<file path="config.mk">
export PLATFORM = sky130hd
export DESIGN_NAME = ad7768_rx
export DESIGN_NICKNAME = d
export VERILOG_FILES = /design/src/rtl/ad7768_rx_pkg.sv /design/src/rtl/ad7768_rx_lane.sv /design/src/rtl/ad7768_rx.sv
export SDC_FILE = /design/constraint.sdc
export NUM_CORES = 1
export LEC_CHECK = 0
export CAP_MARGIN = 20
export CORE_ASPECT_RATIO = 0.9
export CORE_UTILIZATION = 59
export DETAILED_ROUTE_END_ITERATION = 7
export GPL_TIMING_DRIVEN = 0
export PLACE_DENSITY = 0.85
export SYNTH_ARGS = -nofsm -noshare
export SYNTH_HDL_FRONTEND = slang
export SYNTH_SLANG_ARGS = --single-unit
</file>
<file path="constraint.sdc">
create_clock -name clock -period 4 [get_ports clock]
set_clock_uncertainty 0.05 [all_clocks]
set_input_delay 0.6 -clock clock [delete_from_list [all_inputs] [get_ports clock]]
set_output_delay 0.6 -clock clock [all_outputs]
set_load 0.01 [all_outputs]
</file>
<file path="src/rtl/ad7768_rx_pkg.sv">
// Shared constants, sync sequencer state type and header helper for the
// AD7768 eight-lane serial receiver.
package ad7768_rx_pkg;

    localparam int         WORD_BITS = 32;
    localparam int         DATA_BITS = 24;
    localparam int         LANES     = 8;
    localparam logic [4:0] HDR_MAGIC = 5'h10;

    // ADC SYNC pulse sequencer states
    typedef enum logic {
        SYNC_IDLE,
        SYNC_PULSE
    } sync_state_t;

    // A word is well-formed when both header fields carry the magic value
    // and the channel number of the lane it arrived on.
    function automatic logic hdr_match(input logic [WORD_BITS-1:0] word,
                                       input logic [2:0]           lane);
        return (word[31:27] == HDR_MAGIC) && (word[26:24] == lane) &&
               (word[23:19] == HDR_MAGIC) && (word[18:16] == lane);
    endfunction

endpackage

</file>
<file path="src/rtl/ad7768_rx_lane.sv">
// One AD7768 serial lane: shift register, optional header compare and the
// 24-bit sample output register.
// Optional feature macro: AD7768_RX_HDR_CHECK_EN (header compare). When it
// is not defined the compare is not built and hdr_err is tied to 0.
module ad7768_rx_lane
    import ad7768_rx_pkg::*;
`ifdef AD7768_RX_HDR_CHECK_EN
#(
    parameter int LANE = 0
)
`endif
(
    input  logic                 clock,
    input  logic                 reset,
    input  logic                 sample,
    input  logic                 load,
    input  logic                 bit_in,
    output logic [DATA_BITS-1:0] data,
    output logic                 hdr_err
);

    // Without the header check only the low 24 bits of a word are ever
    // used, so the upper bits are not kept at all.
`ifdef AD7768_RX_HDR_CHECK_EN
    localparam int SR_BITS = WORD_BITS;
`else
    localparam int SR_BITS = DATA_BITS;
`endif

    // shreg holds the previously sampled bits; word_next appends the bit
    // being sampled now, so at frame end it is the complete word.
    logic [SR_BITS-2:0] shreg;
    logic [SR_BITS-1:0] word_next;

    assign word_next = {shreg, bit_in};

    // Shift the lane in MSB first on every sample strobe
    always_ff @(posedge clock) begin
        if (reset) begin
            shreg <= '0;
        end else if (sample) begin
            shreg <= word_next[SR_BITS-2:0];
        end
    end

    // Capture the sample field of a complete, correctly counted word
    always_ff @(posedge clock) begin
        if (reset) begin
            data <= '0;
        end else if (load) begin
            data <= word_next[DATA_BITS-1:0];
        end
    end

`ifdef AD7768_RX_HDR_CHECK_EN
    // Flag a header that does not name this lane's channel
    always_ff @(posedge clock) begin
        if (reset) begin
            hdr_err <= 1'b0;
        end else if (load) begin
            hdr_err <= !hdr_match(word_next, 3'(LANE));
        end
    end
`else
    assign hdr_err = 1'b0;
`endif

endmodule

</file>
<file path="src/rtl/ad7768_rx.sv">
// AD7768 eight-lane receiver: registers the pins, aligns to DRDY, counts
// bits, tracks lock and drives the active-low ADC SYNC pulse.
// Optional feature macro: AD7768_RX_HDR_CHECK_EN (per-lane header check).
module ad7768_rx
    import ad7768_rx_pkg::*;
#(
    parameter int CLKS_PER_BIT = 4,
    parameter int SAMPLE_PHASE = 2,
    parameter int SYNC_CLKS    = 8
)(
    input  logic                       clock,
    input  logic                       reset,
    input  logic [LANES-1:0]           add,
    input  logic                       drdy,
    input  logic                       sync_req,
    output logic                       sync,
    output logic                       ovalid,
    output logic [LANES*DATA_BITS-1:0] odata,
    output logic [LANES-1:0]           hdr_err,
    output logic                       frame_err,
    output logic                       locked
);

    localparam int         PW          = (CLKS_PER_BIT > 1) ? $clog2(CLKS_PER_BIT) : 1;
    localparam int         SW          = (SYNC_CLKS > 1) ? $clog2(SYNC_CLKS) : 1;
    localparam logic [5:0] BITCNT_MAX  = 6'd63;
    localparam logic [5:0] BITCNT_FULL = 6'(WORD_BITS - 1);

    logic [LANES-1:0] add_r;
    logic             drdy_r;
    logic             drdy_q;
    logic [PW-1:0]    phase;
    logic [PW-1:0]    phase_cur;
    logic [5:0]       bitcnt;
    sync_state_t      state;
    logic [SW-1:0]    sync_cnt;
    logic             drdy_rise;
    logic             sample;
    logic             frame_end;
    logic             load;

    // Register the ADC pins once; drdy_q remembers the previous drdy_r
    always_ff @(posedge clock) begin
        if (reset) begin
            add_r  <= '0;
            drdy_r <= 1'b0;
            drdy_q <= 1'b0;
        end else begin
            add_r  <= add;
            drdy_r <= drdy;
            drdy_q <= drdy_r;
        end
    end

    // A DRDY rising edge marks a slot start, so the phase restarts at 0 there.
    // Nothing is sampled while SYNC is held low.
    assign drdy_rise = drdy_r & ~drdy_q;
    assign phase_cur = drdy_rise ? '0 : phase;
    assign sample    = sync && (phase_cur == PW'(SAMPLE_PHASE));
    assign frame_end = sample && drdy_r;
    assign load      = frame_end && locked && (bitcnt == BITCNT_FULL);

    // Phase, bit count, lock, frame outcome pulses and the SYNC sequencer.
    // Entering the pulse is evaluated last so it overrides a same-cycle lock.
    always_ff @(posedge clock) begin
        if (reset) begin
            phase     <= '0;
            bitcnt    <= '0;
            locked    <= 1'b0;
            ovalid    <= 1'b0;
            frame_err <= 1'b0;
            state     <= SYNC_IDLE;
            sync_cnt  <= '0;
            sync      <= 1'b1;
        end else begin
            phase     <= (phase_cur == PW'(CLKS_PER_BIT - 1)) ? '0 : phase_cur + PW'(1);
            ovalid    <= load;
            frame_err <= frame_end && locked && (bitcnt != BITCNT_FULL);

            if (frame_end) begin
                bitcnt <= '0;
                if (!locked) begin
                    locked <= 1'b1;
                end
            end else if (sample && (bitcnt != BITCNT_MAX)) begin
                bitcnt <= bitcnt + 6'd1;
            end

            case (state)
                SYNC_IDLE: begin
                    if (sync_req) begin
                        state    <= SYNC_PULSE;
                        sync     <= 1'b0;
                        sync_cnt <= '0;
                        locked   <= 1'b0;
                        bitcnt   <= '0;
                    end
                end
                SYNC_PULSE: begin
                    if (sync_cnt == SW'(SYNC_CLKS - 1)) begin
                        state <= SYNC_IDLE;
                        sync  <= 1'b1;
                    end else begin
                        sync_cnt <= sync_cnt + SW'(1);
                    end
                end
                default: begin
                    state <= SYNC_IDLE;
                    sync  <= 1'b1;
                end
            endcase
        end
    end

    for (genvar n = 0; n < LANES; n++) begin : g_lane
`ifdef AD7768_RX_HDR_CHECK_EN
        ad7768_rx_lane #(.LANE(n)) u_lane (
`else
        ad7768_rx_lane u_lane (
`endif
            .clock   (clock),
            .reset   (reset),
            .sample  (sample),
            .load    (load),
            .bit_in  (add_r[n]),
            .data    (odata[DATA_BITS*n +: DATA_BITS]),
            .hdr_err (hdr_err[n])
        );
    end

endmodule

</file>
==> reports/qor.txt <==
CTS sink count: 402
vias per cell: 5.18
clock transition at the registers of the reported paths: 60 ps
TNS Setup: 0 ps
CTS root buffer: clkbuf_16
first-pass GRT wire length: 59200 microns
final WL: 36800 microns
Syn Std Cell Area: 15900 sq um
chip width: 175 microns
Total Routing Usage GR: 26.4%
Crit Path Max Fanout: 10
CTS tree: done
YS warnings: 0
Area growth syn-to-layout: 24.4%
Leakage Power: 6.24 nW
Setup Fix Bufs, Post-CTS: 0
die height: 158 microns
share of cells above drive strength 1: 5.03%
PortBufs: 206
routed len/inst: 15.5 microns
Boundary Pins: 216
post-synth cell types: 33
DR vias: 12300
number of global-route vias before repair: 11600
max_slew headroom: 37.5%
Skew-Pair Late Insertion Delay: 510 ps
GRT overflow: 0
Filler cells: 1910
final setup violation count: 0
mean post-synth cell area: 9.11 sq um
endpoints failing hold: 0
Placed Area: 18400 sq um
clock tree buffer depth: 3
Crit Path Class: flip-flop to flip-flop
status: finished clean
initial core utilization: 60.5%
antenna diode count: 0
worst hold path class: flip-flop to flip-flop
startpoint types: flip-flop
post-synthesis register bit count: 402
initial antenna violation count: 0
GP Congestion: 0.804
CP Data Required Time: 4380 ps
measured slew at the worst slew-check pin: 937 ps
final core occ: 75.2%
CTS buffer count: 40
cts hold-fix bufs: 0
max cap viols: 0
Die Footprint: 27600 sq um
DR pass1 iterations: 5
RSZ-0062 raised after global routing: no
cell area after layout: 19800 sq um
crit end category: flip-flop
drt initial violations: 757
Max H-tree Level: 2
Final ANT Viol Nets: 0
fin nets: 2015
Site Rows: 56
PwrDens: 413 nW/um^2
DP HPWL: 25100 microns
max-slew violations: 0
Peak VDD IR: 0.274 mV
area of the core: 26300 sq um
DRC Markers: 0
Synth Instances: 1743
post-layout min period: 2640 ps
register area share after synthesis: 50.7%
arrival time at the worst endpoint: 3020 ps
cts repair resizes: 0
post-route clock period utilization: 65.9%
largest net degree at the start of global routing: 15
Peak Freq: 379 MHz
[metal layers]
metal	up-vias	GRT usage (%)	part of all wire [%]
met3	63	4.13	5.0
met5	-	0	0
li1	6124	-	-
met1	5789	35.1	46
met2	327	44.5	47
met4	0	7.20	2.2
[flip-flops by register name, indices dropped and copies added (netlist names), 2 cells and up]
| signal | count |
|---|---|
| add_r | 8 |
| bitcnt | 6 |
| g_lane.u_lane.data | 192 |
| g_lane.u_lane.shreg | 184 |
| phase | 2 |
| sync_cnt | 3 |
[worst paths after layout]
path,start,end,slack (ps),cells after the start
worst max-delay path,drdy_r,g_lane[7].u_lane.shreg[9],1360,8
worst min register to register,add_r[7],g_lane[7].u_lane.shreg[0],400,2
worst min-delay path,add_r[7],g_lane[7].u_lane.shreg[0],400,2
worst max register to register,drdy_r,g_lane[7].u_lane.shreg[9],1360,8
[through the flow]
step / std cells / hold WS (ps) / total power, mW / worst slack [ps]
3_3_place_gp: 2304 / 391 / 4.42 / 1470
6_report: 2374 / 401 / 8.15 / 1360
5_1_grt: 2374 / 424 / 8.39 / 1200
2_1_floorplan: 1750 / 382 / 4.33 / 2170
3_5_place_dp: 2304 / 395 / 4.42 / 1430
4_1_cts: 2374 / 404 / 8.19 / 1360
[worst max-delay path, stage by stage (launching register included)]
cell      delay, ps
dfxtp_1         390
nand2b_1         90
and2_1          180
ha_1            220
nand2_1         270
clkbuf_1        620
clkbuf_1        410
nand2_1         130
a21oi_1         190
[layout make-up]
type | instances | area [sq um] | area share [%]
plain buffers | 138 | 703 | 3.56
clock buffers | 62 | 1230 | 6.25
clock inverters | 8 | 115 | 0.583
inverters | 1 | 3.75 | 0.0190
multi-input cells | 1209 | 7160 | 36.2
flip-flops and latches | 402 | 8050 | 40.7
well taps | 348 | 435 | 2.20
repair buffers | 206 | 2060 | 10.4
[cell usage in the layout (no fill, tap or decap), drive strengths merged]
master | Yosys | layout
dfxtp | 402 | 402
nand2b | 387 | 387
nand2 | 372 | 372
clkdlybuf4s50 | 0 | 206
mux2i | 194 | 194
a21oi | 191 | 191
clkbuf | 91 | 153
buf | 47 | 47
nor2b | 11 | 11
conb | 1 | 8
nor3 | 7 | 7
a211oi | 5 | 5
ha | 5 | 5
clkinv | 0 | 5
nor2 | 4 | 4
and2 | 3 | 3
nand4b | 3 | 3
bufinv | 0 | 3
nand4 | 2 | 2
nand3 | 2 | 2
nand3b | 2 | 2
a41oi | 2 | 2
nor3b | 2 | 2
o21ai | 2 | 2
inv | 1 | 1
and4 | 1 | 1
and3 | 1 | 1
nand4bb | 1 | 1
mux2 | 1 | 1
xnor2 | 1 | 1
nor4 | 1 | 1
nor4b | 1 | 1
[cells by family (layout without fill, tap and decap cells)]
| kind of cell | count (synthesis) | after routing | share of synthesized area (%) |
|---|---|---|---|
| compound gates | 200 | 200 | 6.43 |
| xor+xnor | 1 | 1 | 0.0551 |
| fa+ha+maj | 5 | 5 | 0.394 |
| buf+inv | 139 | 415 | 4.45 |
| flops | 402 | 402 | 50.7 |
| mux | 195 | 195 | 12.3 |
| other cells | 1 | 8 | 0.0236 |
| simple gates | 800 | 800 | 25.7 |
[cells in the mapped netlist]
| master | count | area (sq um) |
|---|---|---|
| a211oi_1 | 5 | 37.5 |
| a21oi_1 | 191 | 956 |
| a41oi_1 | 2 | 17.5 |
| and2_1 | 3 | 18.8 |
| and3_1 | 1 | 6.26 |
| and4_1 | 1 | 8.76 |
| buf_1 | 9 | 33.8 |
| buf_2 | 10 | 50.1 |
| buf_4 | 10 | 75.1 |
| buf_6 | 18 | 203 |
| clkbuf_1 | 91 | 342 |
| conb_1 | 1 | 3.75 |
| dfxtp_1 | 402 | 8050 |
| ha_1 | 5 | 62.6 |
| inv_1 | 1 | 3.75 |
| mux2_2 | 1 | 11.3 |
| mux2i_1 | 194 | 1940 |
| nand2_1 | 372 | 1400 |
| nand2b_1 | 387 | 2420 |
| nand3_1 | 2 | 10.0 |
| nand3b_1 | 2 | 15.0 |
| nand4_1 | 2 | 12.5 |
| nand4b_1 | 3 | 26.3 |
| nand4bb_1 | 1 | 11.3 |
| nor2_1 | 4 | 15.0 |
| nor2b_1 | 11 | 68.8 |
| nor3_1 | 6 | 30.0 |
| nor3_2 | 1 | 10.0 |
| nor3b_1 | 2 | 15.0 |
| nor4_1 | 1 | 6.26 |
| nor4b_1 | 1 | 8.76 |
| o21ai_0 | 2 | 10.0 |
| xnor2_1 | 1 | 8.76 |
[report_power, final]
group          switching (mW)  total (mW)  internal, mW
Clock                    1.51        3.81          2.31
Combinational           0.203       0.313         0.110
Sequential            0.00790        4.02          4.02
Total                    1.72        8.15          6.43
No activity file was read; power rests on OpenSTA's default activity.
==> RTL change, RTL diff (same flow settings) <==
Build with the macro `AD7768_RX_HDR_CHECK_EN` defined.
--- a/src/rtl/ad7768_rx_lane.sv
+++ b/src/rtl/ad7768_rx_lane.sv
@@ -3,4 +3,6 @@
 // Optional feature macro: AD7768_RX_HDR_CHECK_EN (header compare). When it
 // is not defined the compare is not built and hdr_err is tied to 0.
+`define AD7768_RX_HDR_CHECK_EN
+
 module ad7768_rx_lane
     import ad7768_rx_pkg::*;
Formal check against the unedited RTL: no difference found for any inputs over 4 cycles, from zero or initial values and one cycle with reset high; that may be too few to reach the edited logic, so the function may still have changed.
==> RTL change against the unedited design <==
- power grew 12%
- sequential power grew 18%
- setup slack lost 190 ps
- critical path type unchanged
- final area grew 4.9%
- area after synthesis grew 5.3%
- sequential cell count grew 72
- via count grew 20%
- the run now ends with DRC left
- routed wire length grew 14%
==> RTL change: results (changes against the unedited design) <==
- Clk_lat worst skew: 540 ps (+30 ps)
- Placed Area: 0.01933 sq mm (+5.0%)
- Met3 WL: 2.564 mm (+39%)
- Yosys cell types: 41 (+24%)
- First drt pass iteration count: 8 (+3)
- Period Utilization, post-route: 70.60% (+4.7 points)
- Max IR drop VDD: 0.0002968 V (+8.4%)
- Slowest Stage Delay on Critical Path: 650 ps (+30 ps)
- Post-detail-place hpwl: 28.79 mm (+15%)
- Status: finished with violations
- Failing checks: DRC
- Number of vias in the routed layout: 14774 (+20%)
- WL per Instance: 15.27 um (-1.5%)
- Slew @ Worst Pin: 1050 ps (+113.5 ps)
- DRT met1 WL: 18.06 mm (+7.6%)
- GP Congestion: 0.8369 (+4.1%)
- First-pass GRT wire length: 66.47 mm (+12%)
- Sw frac: 21.56% (+0.50 points)
- PortBufs: 215 (+4.4%)
- Top Registers: g_lane.u_lane.shreg (248), g_lane.u_lane.data (192)
- Internal power: 7.155 mW (+11%)
- Placement Setup Slack: 978.6 ps (-452.0 ps)
- Adder-Cell Fraction of Synth Area: 0.3741% (-0.020 points)
- XOR/XNOR share of the synthesized area: 0.1571% (+0.10 points)
- Ratio of cells with drive above 1 in the final layout: 5.245% (+0.21 points)
- DRC: 28 (+28)
- Register area share after synthesis: 56.75% (+6.1 points)
- Crit path DAT: 3230 ps (+210 ps)
- Compound-cell area share of the yosys netlist: 14.02% (+7.6 points)
- Leak: 6.734 nW (+7.9%)
- Final nets: 2371 (+18%)
- P_seq: 4.74 mW (+18%)
- Clock Power: 4.10 mW (+7.6%)
- CTS Buf Count: 44 (+10%)
## RTL change: cell types whose count changed in the layout (fill, tap and decap cells not counted), moves of 8 or more
| cell | before | now |
|---|---|---|
| nand2_1 | 372 | 887 |
| nand2b_1 | 387 | 1 |
| a21oi_1 | 191 | 458 |
| mux2i_1 | 194 | 1 |
| dfxtp_1 | 402 | 474 |
| nor2_1 | 4 | 26 |
| nor4b_1 | 1 | 18 |
| buf_4 | 10 | 24 |
| clkbuf_1 | 99 | 111 |
| clkdlybuf4s50_1 | 206 | 215 |
| conb_1 | 8 | 0 |
## RTL change: final cells by class
type                       count  share of cell area, %
sequential                   474                  45.77
multi-input combinational   1455                  30.83
timing repair buffer         216                  10.42
clock buffer                  65                  6.276
buffer                       160                  3.995
tap                          360                  2.173
clock inverter                10                 0.4828
inverter                       3                0.05431
## RTL change: final timing paths
| check | start | end | slack [ps] | depth (start not counted) |
|---|---|---|---|---|
| max | drdy_r | g_lane[0].u_lane.shreg[15] | 1180 | 8 |
| min | add_r[3] | g_lane[3].u_lane.shreg[0] | 400 | 2 |
| max reg2reg | drdy_r | g_lane[0].u_lane.shreg[15] | 1180 | 8 |
| min reg2reg | add_r[3] | g_lane[3].u_lane.shreg[0] | 400 | 2 |
## RTL change: stage by stage
stage / hold WS [ps] / instances / util (%)
6_report: 403.0 / 2743 / 74.40
5_1_grt: 418.6 / 2743 / 74.40
4_1_cts: 404.2 / 2743 / 74.40
3_5_place_dp: 395.6 / 2668 / 69.37
3_3_place_gp: 390.7 / 2667 / 69.34
2_1_floorplan: 381.6 / 2092 / -
## RTL change: layer usage
layer	up-vias	GRT usage [%]
met3	104	4.507
met4	0	11.56
met2	445	47.32
li1	7303	-
met5	-	0
met1	6922	35.58
